**src/rtl/alu_serial_seq_if.sv**
```systemverilog
// alu_serial_seq_if: bundles the request, result and 1-bit ALU signals of the
// bit-serial sequencer.
//   in_valid/in_ready/in_op/in_a/in_b     : operation request handshake
//   out_valid/out_ready/out_result/
//   out_flag/out_illegal                   : result handshake
//   alu_a/alu_b/alu_c                      : bit drive to the 1-bit ALU
//   alu_sum/alu_carry/alu_diff/alu_bout/
//   alu_and/alu_or/alu_xor                 : combinational ALU outputs
// modport slave  : the sequencer
// modport master : the environment (requester, consumer and ALU)
interface alu_serial_seq_if #(
    parameter int WIDTH = 4
);
    logic             in_valid;
    logic             in_ready;
    logic [2:0]       in_op;
    logic [WIDTH-1:0] in_a;
    logic [WIDTH-1:0] in_b;

    logic             out_valid;
    logic             out_ready;
    logic [WIDTH-1:0] out_result;
    logic             out_flag;
    logic             out_illegal;

    logic             alu_a;
    logic             alu_b;
    logic             alu_c;
    logic             alu_sum;
    logic             alu_carry;
    logic             alu_diff;
    logic             alu_bout;
    logic             alu_and;
    logic             alu_or;
    logic             alu_xor;

    modport slave (
        input  in_valid, in_op, in_a, in_b, out_ready,
        input  alu_sum, alu_carry, alu_diff, alu_bout, alu_and, alu_or, alu_xor,
        output in_ready, out_valid, out_result, out_flag, out_illegal,
        output alu_a, alu_b, alu_c
    );

    modport master (
        output in_valid, in_op, in_a, in_b, out_ready,
        output alu_sum, alu_carry, alu_diff, alu_bout, alu_and, alu_or, alu_xor,
        input  in_ready, out_valid, out_result, out_flag, out_illegal,
        input  alu_a, alu_b, alu_c
    );
endinterface

```
**src/rtl/alu_serial_seq.sv**
```systemverilog
// alu_serial_seq: bit-serial sequencer around a 1-bit ALU. Accepts a WIDTH-bit
// op, drives operand bits LSB-first for WIDTH cycles with carry/borrow fed back
// through alu_c, assembles the result and presents it with a flag.
// Ports:
//   clk   : rising-edge clock
//   rst_n : asynchronous active-low reset
//   bus   : alu_serial_seq_if.slave (request, result and ALU bit signals)
module alu_serial_seq #(
    parameter int WIDTH = 4
) (
    input  logic             clk,
    input  logic             rst_n,
    alu_serial_seq_if.slave  bus
);
    localparam int CW = (WIDTH > 2) ? $clog2(WIDTH) : 1;

    typedef enum logic [1:0] {IDLE, RUN, DONE} state_e;
    typedef enum logic [2:0] {
        OP_ADD = 3'b000,
        OP_SUB = 3'b001,
        OP_AND = 3'b010,
        OP_OR  = 3'b011,
        OP_XOR = 3'b100
    } op_e;

    state_e           state, state_nxt;
    op_e              op_q;
    logic [WIDTH-1:0] a_sh, b_sh, res_q;
    logic [CW-1:0]    cnt;
    logic             carry_q, flag_q, illegal_q;

    logic             op_legal, last_bit, arith, bit_sel, carry_nxt;

    assign op_legal = (bus.in_op <= 3'b100);
    assign last_bit = (cnt == CW'(WIDTH - 1));
    assign arith    = (op_q == OP_ADD) || (op_q == OP_SUB);

    // ALU output selection and carry/borrow feedback for the current bit
    always_comb begin
        bit_sel   = 1'b0;
        carry_nxt = 1'b0;
        unique case (op_q)
            OP_ADD: begin bit_sel = bus.alu_sum;  carry_nxt = bus.alu_carry; end
            OP_SUB: begin bit_sel = bus.alu_diff; carry_nxt = bus.alu_bout;  end
            OP_AND: bit_sel = bus.alu_and;
            OP_OR:  bit_sel = bus.alu_or;
            OP_XOR: bit_sel = bus.alu_xor;
            default: ;
        endcase
    end

    always_ff @(posedge clk or negedge rst_n) begin
        if (!rst_n) state <= IDLE;
        else        state <= state_nxt;
    end

    always_comb begin
        state_nxt      = state;
        bus.in_ready   = 1'b0;
        bus.out_valid  = 1'b0;
        bus.alu_a      = 1'b0;
        bus.alu_b      = 1'b0;
        bus.alu_c      = 1'b0;
        unique case (state)
            IDLE: begin
                bus.in_ready = 1'b1;
                if (bus.in_valid) state_nxt = op_legal ? RUN : DONE;
            end
            RUN: begin
                bus.alu_a = a_sh[0];
                bus.alu_b = b_sh[0];
                bus.alu_c = arith ? carry_q : 1'b0;
                if (last_bit) state_nxt = DONE;
            end
            DONE: begin
                bus.out_valid = 1'b1;
                if (bus.out_ready) state_nxt = IDLE;
            end
            default: state_nxt = IDLE;
        endcase
    end

    always_ff @(posedge clk or negedge rst_n) begin
        if (!rst_n) begin
            op_q      <= OP_ADD;
            a_sh      <= '0;
            b_sh      <= '0;
            res_q     <= '0;
            cnt       <= '0;
            carry_q   <= 1'b0;
            flag_q    <= 1'b0;
            illegal_q <= 1'b0;
        end else begin
            unique case (state)
                IDLE: begin
                    if (bus.in_valid) begin
                        a_sh    <= bus.in_a;
                        b_sh    <= bus.in_b;
                        carry_q <= 1'b0;
                        cnt     <= '0;
                        if (op_legal) begin
                            op_q <= op_e'(bus.in_op);
                        end else begin
                            res_q     <= '0;
                            flag_q    <= 1'b0;
                            illegal_q <= 1'b1;
                        end
                    end
                end
                RUN: begin
                    // right shift: after WIDTH edges bit i lands at position i
                    res_q   <= {bit_sel, res_q[WIDTH-1:1]};
                    carry_q <= carry_nxt;
                    a_sh    <= a_sh >> 1;
                    b_sh    <= b_sh >> 1;
                    cnt     <= cnt + CW'(1);
                    if (last_bit) begin
                        flag_q    <= carry_nxt;
                        illegal_q <= 1'b0;
                    end
                end
                default: ;
            endcase
        end
    end

    assign bus.out_result  = res_q;
    assign bus.out_flag    = flag_q;
    assign bus.out_illegal = illegal_q;
endmodule

```
**src/flat_wrapper.sv**
```systemverilog
// flat-port wrapper written by rule: the top's interface ports become plain ports
module alu_serial_seq_flat 
#(
    parameter int WIDTH = 4
)
  (clk, rst_n, bus_in_valid, bus_in_op, bus_in_a, bus_in_b, bus_out_ready, bus_alu_sum, bus_alu_carry, bus_alu_diff, bus_alu_bout, bus_alu_and, bus_alu_or, bus_alu_xor, bus_in_ready, bus_out_valid, bus_out_result, bus_out_flag, bus_out_illegal, bus_alu_a, bus_alu_b, bus_alu_c);
  alu_serial_seq_if #(.WIDTH(WIDTH)) bus_i ();
  input  logic clk;
  input  logic rst_n;
  input wire logic [$bits(bus_i.in_valid)-1:0] bus_in_valid;
  input wire logic [$bits(bus_i.in_op)-1:0] bus_in_op;
  input wire logic [$bits(bus_i.in_a)-1:0] bus_in_a;
  input wire logic [$bits(bus_i.in_b)-1:0] bus_in_b;
  input wire logic [$bits(bus_i.out_ready)-1:0] bus_out_ready;
  input wire logic [$bits(bus_i.alu_sum)-1:0] bus_alu_sum;
  input wire logic [$bits(bus_i.alu_carry)-1:0] bus_alu_carry;
  input wire logic [$bits(bus_i.alu_diff)-1:0] bus_alu_diff;
  input wire logic [$bits(bus_i.alu_bout)-1:0] bus_alu_bout;
  input wire logic [$bits(bus_i.alu_and)-1:0] bus_alu_and;
  input wire logic [$bits(bus_i.alu_or)-1:0] bus_alu_or;
  input wire logic [$bits(bus_i.alu_xor)-1:0] bus_alu_xor;
  output wire logic [$bits(bus_i.in_ready)-1:0] bus_in_ready;
  output wire logic [$bits(bus_i.out_valid)-1:0] bus_out_valid;
  output wire logic [$bits(bus_i.out_result)-1:0] bus_out_result;
  output wire logic [$bits(bus_i.out_flag)-1:0] bus_out_flag;
  output wire logic [$bits(bus_i.out_illegal)-1:0] bus_out_illegal;
  output wire logic [$bits(bus_i.alu_a)-1:0] bus_alu_a;
  output wire logic [$bits(bus_i.alu_b)-1:0] bus_alu_b;
  output wire logic [$bits(bus_i.alu_c)-1:0] bus_alu_c;
  assign bus_i.in_valid = bus_in_valid;
  assign bus_i.in_op = bus_in_op;
  assign bus_i.in_a = bus_in_a;
  assign bus_i.in_b = bus_in_b;
  assign bus_i.out_ready = bus_out_ready;
  assign bus_i.alu_sum = bus_alu_sum;
  assign bus_i.alu_carry = bus_alu_carry;
  assign bus_i.alu_diff = bus_alu_diff;
  assign bus_i.alu_bout = bus_alu_bout;
  assign bus_i.alu_and = bus_alu_and;
  assign bus_i.alu_or = bus_alu_or;
  assign bus_i.alu_xor = bus_alu_xor;
  assign bus_in_ready = bus_i.in_ready;
  assign bus_out_valid = bus_i.out_valid;
  assign bus_out_result = bus_i.out_result;
  assign bus_out_flag = bus_i.out_flag;
  assign bus_out_illegal = bus_i.out_illegal;
  assign bus_alu_a = bus_i.alu_a;
  assign bus_alu_b = bus_i.alu_b;
  assign bus_alu_c = bus_i.alu_c;
  alu_serial_seq #(.WIDTH(WIDTH)) u_core (.clk(clk), .rst_n(rst_n), .bus(bus_i));
endmodule
```
**config.mk**
```make
export PLATFORM = sky130hd
export DESIGN_NAME = alu_serial_seq_flat
export DESIGN_NICKNAME = d
export VERILOG_FILES = /design/src/rtl/alu_serial_seq_if.sv /design/src/rtl/alu_serial_seq.sv /design/src/flat_wrapper.sv
export SDC_FILE = /design/constraint.sdc
export NUM_CORES = 1
export LEC_CHECK = 0
export CAP_MARGIN = 40
export CELL_PAD_IN_SITES_DETAIL_PLACEMENT = 0
export CELL_PAD_IN_SITES_GLOBAL_PLACEMENT = 1
export CORE_AREA = 2 2 47 82
export DETAILED_ROUTE_END_ITERATION = 8
export DIE_AREA = 0 0 49 84
export PLACE_DENSITY = 0.74
export SYNTH_ARGS = -nofsm -noshare
export SYNTH_HDL_FRONTEND = slang
export SYNTH_SLANG_ARGS = --single-unit
```
**constraint.sdc**
```tcl
create_clock -name clk -period 1.4 [get_ports clk]
set_input_delay 0.21 -clock clk [delete_from_list [all_inputs] [get_ports clk]]
set_output_delay 0.21 -clock clk [all_outputs]
set_load 0.03 [all_outputs]
```
---- Yosys cells after proc, flatten, opt, wreduce, memory -nomap -nowiden ----
Index checks and enable logic that the tools add are counted.
word-level totals
  bits in registers ....................... 22
  logic and storage cells ................. 63
  bits of input ports ..................... 22
  output and inout port bits .............. 11
operators by class
  eq/ne operators ......................... 11
  mux-type cells .......................... 32
  reductions and logical operators ........ 9
  add/sub/neg operators ................... 1
  $lt $le $gt $ge ......................... 1
operators by type and width
  kind                                                                      count
  4-bit one-hot mux with 2 select lines                                     3
  4-bit 2-to-1 mux                                                          4
  1-bit 2-to-1 mux                                                          13
  2-bit 2-to-1 mux                                                          5
  3-bit AND reduction                                                       3
  1-bit one-hot mux with 2 select lines                                     4
  3-bit by 2-bit == test with 1-bit output (second input constant)          2
  2-bit inequality test (second input constant)                             3
  2-bit one-hot mux with 3 select lines                                     1
  1-bit one-hot mux with 5 select lines                                     1
  2-bit == test (second input constant)                                     2
  2-bit one-hot mux with 2 select lines                                     1
  4-bit AND reduction                                                       1
  3-bit by 1-bit == test with 1-bit output (second input constant)          1
  3-bit == test (second input constant)                                     1
  3-bit <= comparator (second input constant)                               1
  3-bit logical NOT                                                         1
  2-bit by 1-bit adder with 2-bit output (second input constant)            1
  2-bit by 1-bit == test with 1-bit output (second input constant)          1
  2-bit logical NOT                                                         1
  2-bit by 1-bit inequality test with 1-bit output (second input constant)  1
  2-bit AND reduction                                                       1
  2-bit nonzero test                                                        1
  1-bit logical OR                                                          1

---- Depth between registers and ports, before layout ----
  word-level depth ........................ 4
  gate-level depth with buffers ........... 4
  mapped depth without buffers ............ 4

---- Worst setup path before layout ----
OpenSTA, ideal clock, no wires.
  path kind ............................... register -> output
  from .................................... reg u_core.state[0]
  to ...................................... out bus_out_valid
  data required time ...................... 1,190 ps
  path buffers ............................ 2
  stages on the path, launching flop included .. 4
  slack ................................... -5 ps
  arrival time ............................ 1,195 ps
  cells stage by stage .................... dfrtp_1 -> buf_6 -> buf_4 -> nor2b_1
between the ends
  cells in the longest elaborated chain, start to end .. 2
ends and longest elaborated chain
  element                   RTL line              source
  start: declaration        alu_serial_seq.sv:26  state_e state, state_nxt;
  start signal: assignment  alu_serial_seq.sv:54  else state <= state_nxt;
  2-bit == test             alu_serial_seq.sv:64  unique case (state)
  1-bit 2-to-1 mux          alu_serial_seq.sv:64
  end: declaration          flat_wrapper.sv:23    output wire logic [$bits(bus_i.out_valid)-1:0] bus_out_valid;
No other way between the ends.

---- Worst setup path in the final report ----
  from .................................... reg u_core.state[1]
  to ...................................... out bus_alu_c
between the ends
  cells in the longest elaborated chain, start to end .. 2
ends and longest elaborated chain
  element                                   RTL line              source
  2-bit by 1-bit == test with 1-bit output  alu_serial_seq.sv:64
  1-bit 2-to-1 mux                          alu_serial_seq.sv:64
  end: declaration                          flat_wrapper.sv:29    output wire logic [$bits(bus_i.alu_c)-1:0] bus_alu_c;
No other way between the ends.

==> flow_summary.ini <==
[finish]
fin_cells = 207
final.fill_count = 367
fin_nets = 186
layout-drive-gt1-share_pct = 27.33
antenna_cells = 0
area_growth_pct = 44.25
layout_common_cells = 21 x clkdlybuf4s50_1, 21 x dfrtp_1, 19 x buf_4, 15 x a21oi_1

[clocking]
path_clk_slew_ns = 0.08
cts_buffer_depth = 2
cts_root_buf = clkbuf_8
cts_tree = built
cts_max_level = 1
holdBufCountCts = 0
cts_made_buffers = 3
insertion_delay_ns = 0.26
cts_sinks = 22

[power_and_ir_drop]
comb_power_share_pct = 50.9
seq_power_share_pct = 36.2
power_density_nw_per_um2 = 1801
total_leakage_power_nw = 0.7830
ir_drop_mv = 1.055
pwr-share-clk_pct = 12.9
switching_share_pct = 38.86
internal-power_w = 0.001850
p_sw_w = 0.001176
total_power_w = 0.003026

[logic_synthesis]
syn_avg_cell_area_um2 = 10.22
yosys.area.top_type = dfrtp_1
synth_seq_cells = 22
synth_area_um2 = 1165
syn_nets = 137
synth_cells = 114
yosysWarnings = 0
ys_top_cells_by_area = dfrtp_1 47%, a21oi_1 6.4%, o21ai_0 5.2%, and3b_2 4.3%, nand2_1 3.9%
ys_seq_area_share_pct = 47.26
ys_types = 35
yosysTopAreaCellShare_pct = 47.26

[drt]
drcViolationCount = 0
via_per_inst = 4.841
drt-wirelength-per-cell_um = 12.88
vias = 1002
drt_iter0_drc = 19
ant_nets = 0
wirelength_mm = 2.667
drt_first_pass_iters = 4

[status]
status = finished, violations left
violations = setup timing

[setup_path]
startpoint = u_core.state[1]
arrival_ns = 1.26
critPathLaunchType = flip-flop
critPathKind = flip-flop to primary output
end_kind = primary output
r2r-start = u_core.state[0]
r2r_cells = 5
critical_path_required_ns = 1.19
worstPathMaxFanout = 6

[sta]
slew_violations = 0
fin_ws_ns = -0.06962
rsz0062_at_grt = true
worstMarginPinSlew_ns = 0.4089
relSlewSlack_pct = 72.49
whs_ns = 0.2909
setup_viol = 3
skew_ns = 0.007852
min_period_over_period_pct = 105.0
timing.fmax_mhz = 680.4
min_period_ns = 1.470
finalHoldViolations = 0

[global_routing]
track_usage_pct = 14.13
grt_max_degree = 23
grt_pass1_vias = 1013
antenna_found_initial = 0
grt_overflow = 0
grt_pass1_wl_mm = 4.554

[die]
top_level_ports = 33
die_w_um = 49
num_rows = 29
dieArea_um2 = 4116
core_area_um2 = 3520
die_h_um = 84
initial_core_util_pct = 33.10

[placement]
dp_hpwl_mm = 2.032
io_buffers = 32
globalplace.congestion = 0.7793
place_inst = 202
pre_cts_ws_ns = -0.1168

[flow_run]
drv_cap = 0

[min_path]
hold_path_class = input pin to async pin
==> synthesized netlist by cell type <==
master,instances
inv_1,2
dfrtp_1,22
and2_1,3
nand3b_1,1
and3_1,1
a32o_1,1
o21a_1,2
nor3b_4,1
nor4_1,1
mux2i_1,1
a21o_1,1
nor2_1,2
nand2_1,12
mux2_1,2
a21oi_1,15
nor2b_1,5
mux2_2,2
buf_2,1
o21ai_0,12
clkbuf_1,1
a22o_1,4
nand2b_1,2
o21bai_1,1
o22ai_1,1
o21bai_2,1
nand2_2,2
o211a_1,1
buf_6,3
a21bo_2,1
and3b_1,1
and2b_1,1
buf_4,1
ha_1,1
a221oi_1,1
and3b_2,5
==> critical path, stage by stage (launching register included) <==
cell and delay, ns:
dfrtp_1 0.40, and2b_4 0.30, and3_4 0.18, buf_6 0.12
==> final timing paths <==
path	to	slack (ns)
worst max register to register	u_core.bus.out_flag	0.06
worst max-delay path	bus_alu_c	-0.07
max in group asynchronous	u_core.state[0]	0.87
worst min-delay path	u_core.b_sh[3]	0.29
worst min register to register	u_core.b_sh[0]	0.49
min in group clk	u_core.b_sh[0]	0.49
==> layer usage <==
metal,share of wire (%),vias up,global-route usage (%)
li1,-,498,-
met1,40,486,16.97
met2,57,16,25.03
met3,2.8,2,1.792
met4,0.90,0,5.455
met5,0,-,0
==> area by class of cell <==
type | count | area, um2 | share of cell area (%)
Timing Repair Buffer | 50 | 450.4 | 26.81
Clock buffer | 3 | 41.29 | 2.457
Multi-Input combinational cell | 84 | 571.8 | 34.03
Sequential cell | 22 | 551.8 | 32.84
Tap cell | 46 | 57.56 | 3.425
Inverter | 2 | 7.507 | 0.4468
==> state kept, by name, summed over array words and instances (netlist names) <==
register	cells
u_core.bus.out_result	4
u_core.state	2
u_core.bus.out_illegal	1
u_core.bus.out_flag	1
u_core.a_sh	4
u_core.op_q	3
u_core.cnt	2
u_core.b_sh	4
u_core.carry_q	1
==> power groups by stage <==
stage	Sequential (W)	Combinational [W]	Clock (W)
after floorplan	0.00119	0.000890	0
after global placement	0.00111	0.00148	0
after detailed placement	0.00112	0.00151	0
after CTS	0.00109	0.00154	0.000393
after global routing	0.00114	0.00170	0.000427
final	0.00110	0.00154	0.000391
==> kinds of logic (layout without fill, tap and decap cells) <==
group,after synthesis,in the layout,synth area share (%)
flip-flops,22,22,47.26
multiplexers,5,5,4.726
AO/OA/AOI/OAI,41,41,22.02
buffers and inverters,8,55,4.940
AND/OR/NAND/NOR,37,37,19.98
adder cells (fa/ha/maj),1,1,1.074
==> metrics by stage <==
stage | area (um2) | util [%] | setup TNS [ns]
2_1_floorplan | 1167 | - | 0
3_3_place_gp | 1603 | 45.54 | -0.4339
3_5_place_dp | 1603 | 45.54 | -0.7709
4_1_cts | 1670 | 47.46 | -0.1739
5_1_grt | 1680 | 47.74 | -0.3302
6_report | 1680 | 47.74 | -0.1373
==> timing repair <==
item | 4_1_cts | 5_1_grt
resized for setup | 13 | 3
setup buffers | 2 | 0
hold endpoints to repair | 0 | 0
pin swaps | 1 | 2
endpoints found under the setup margin | 11 | 5
Note: power is estimated with default switching activity, not from simulation.
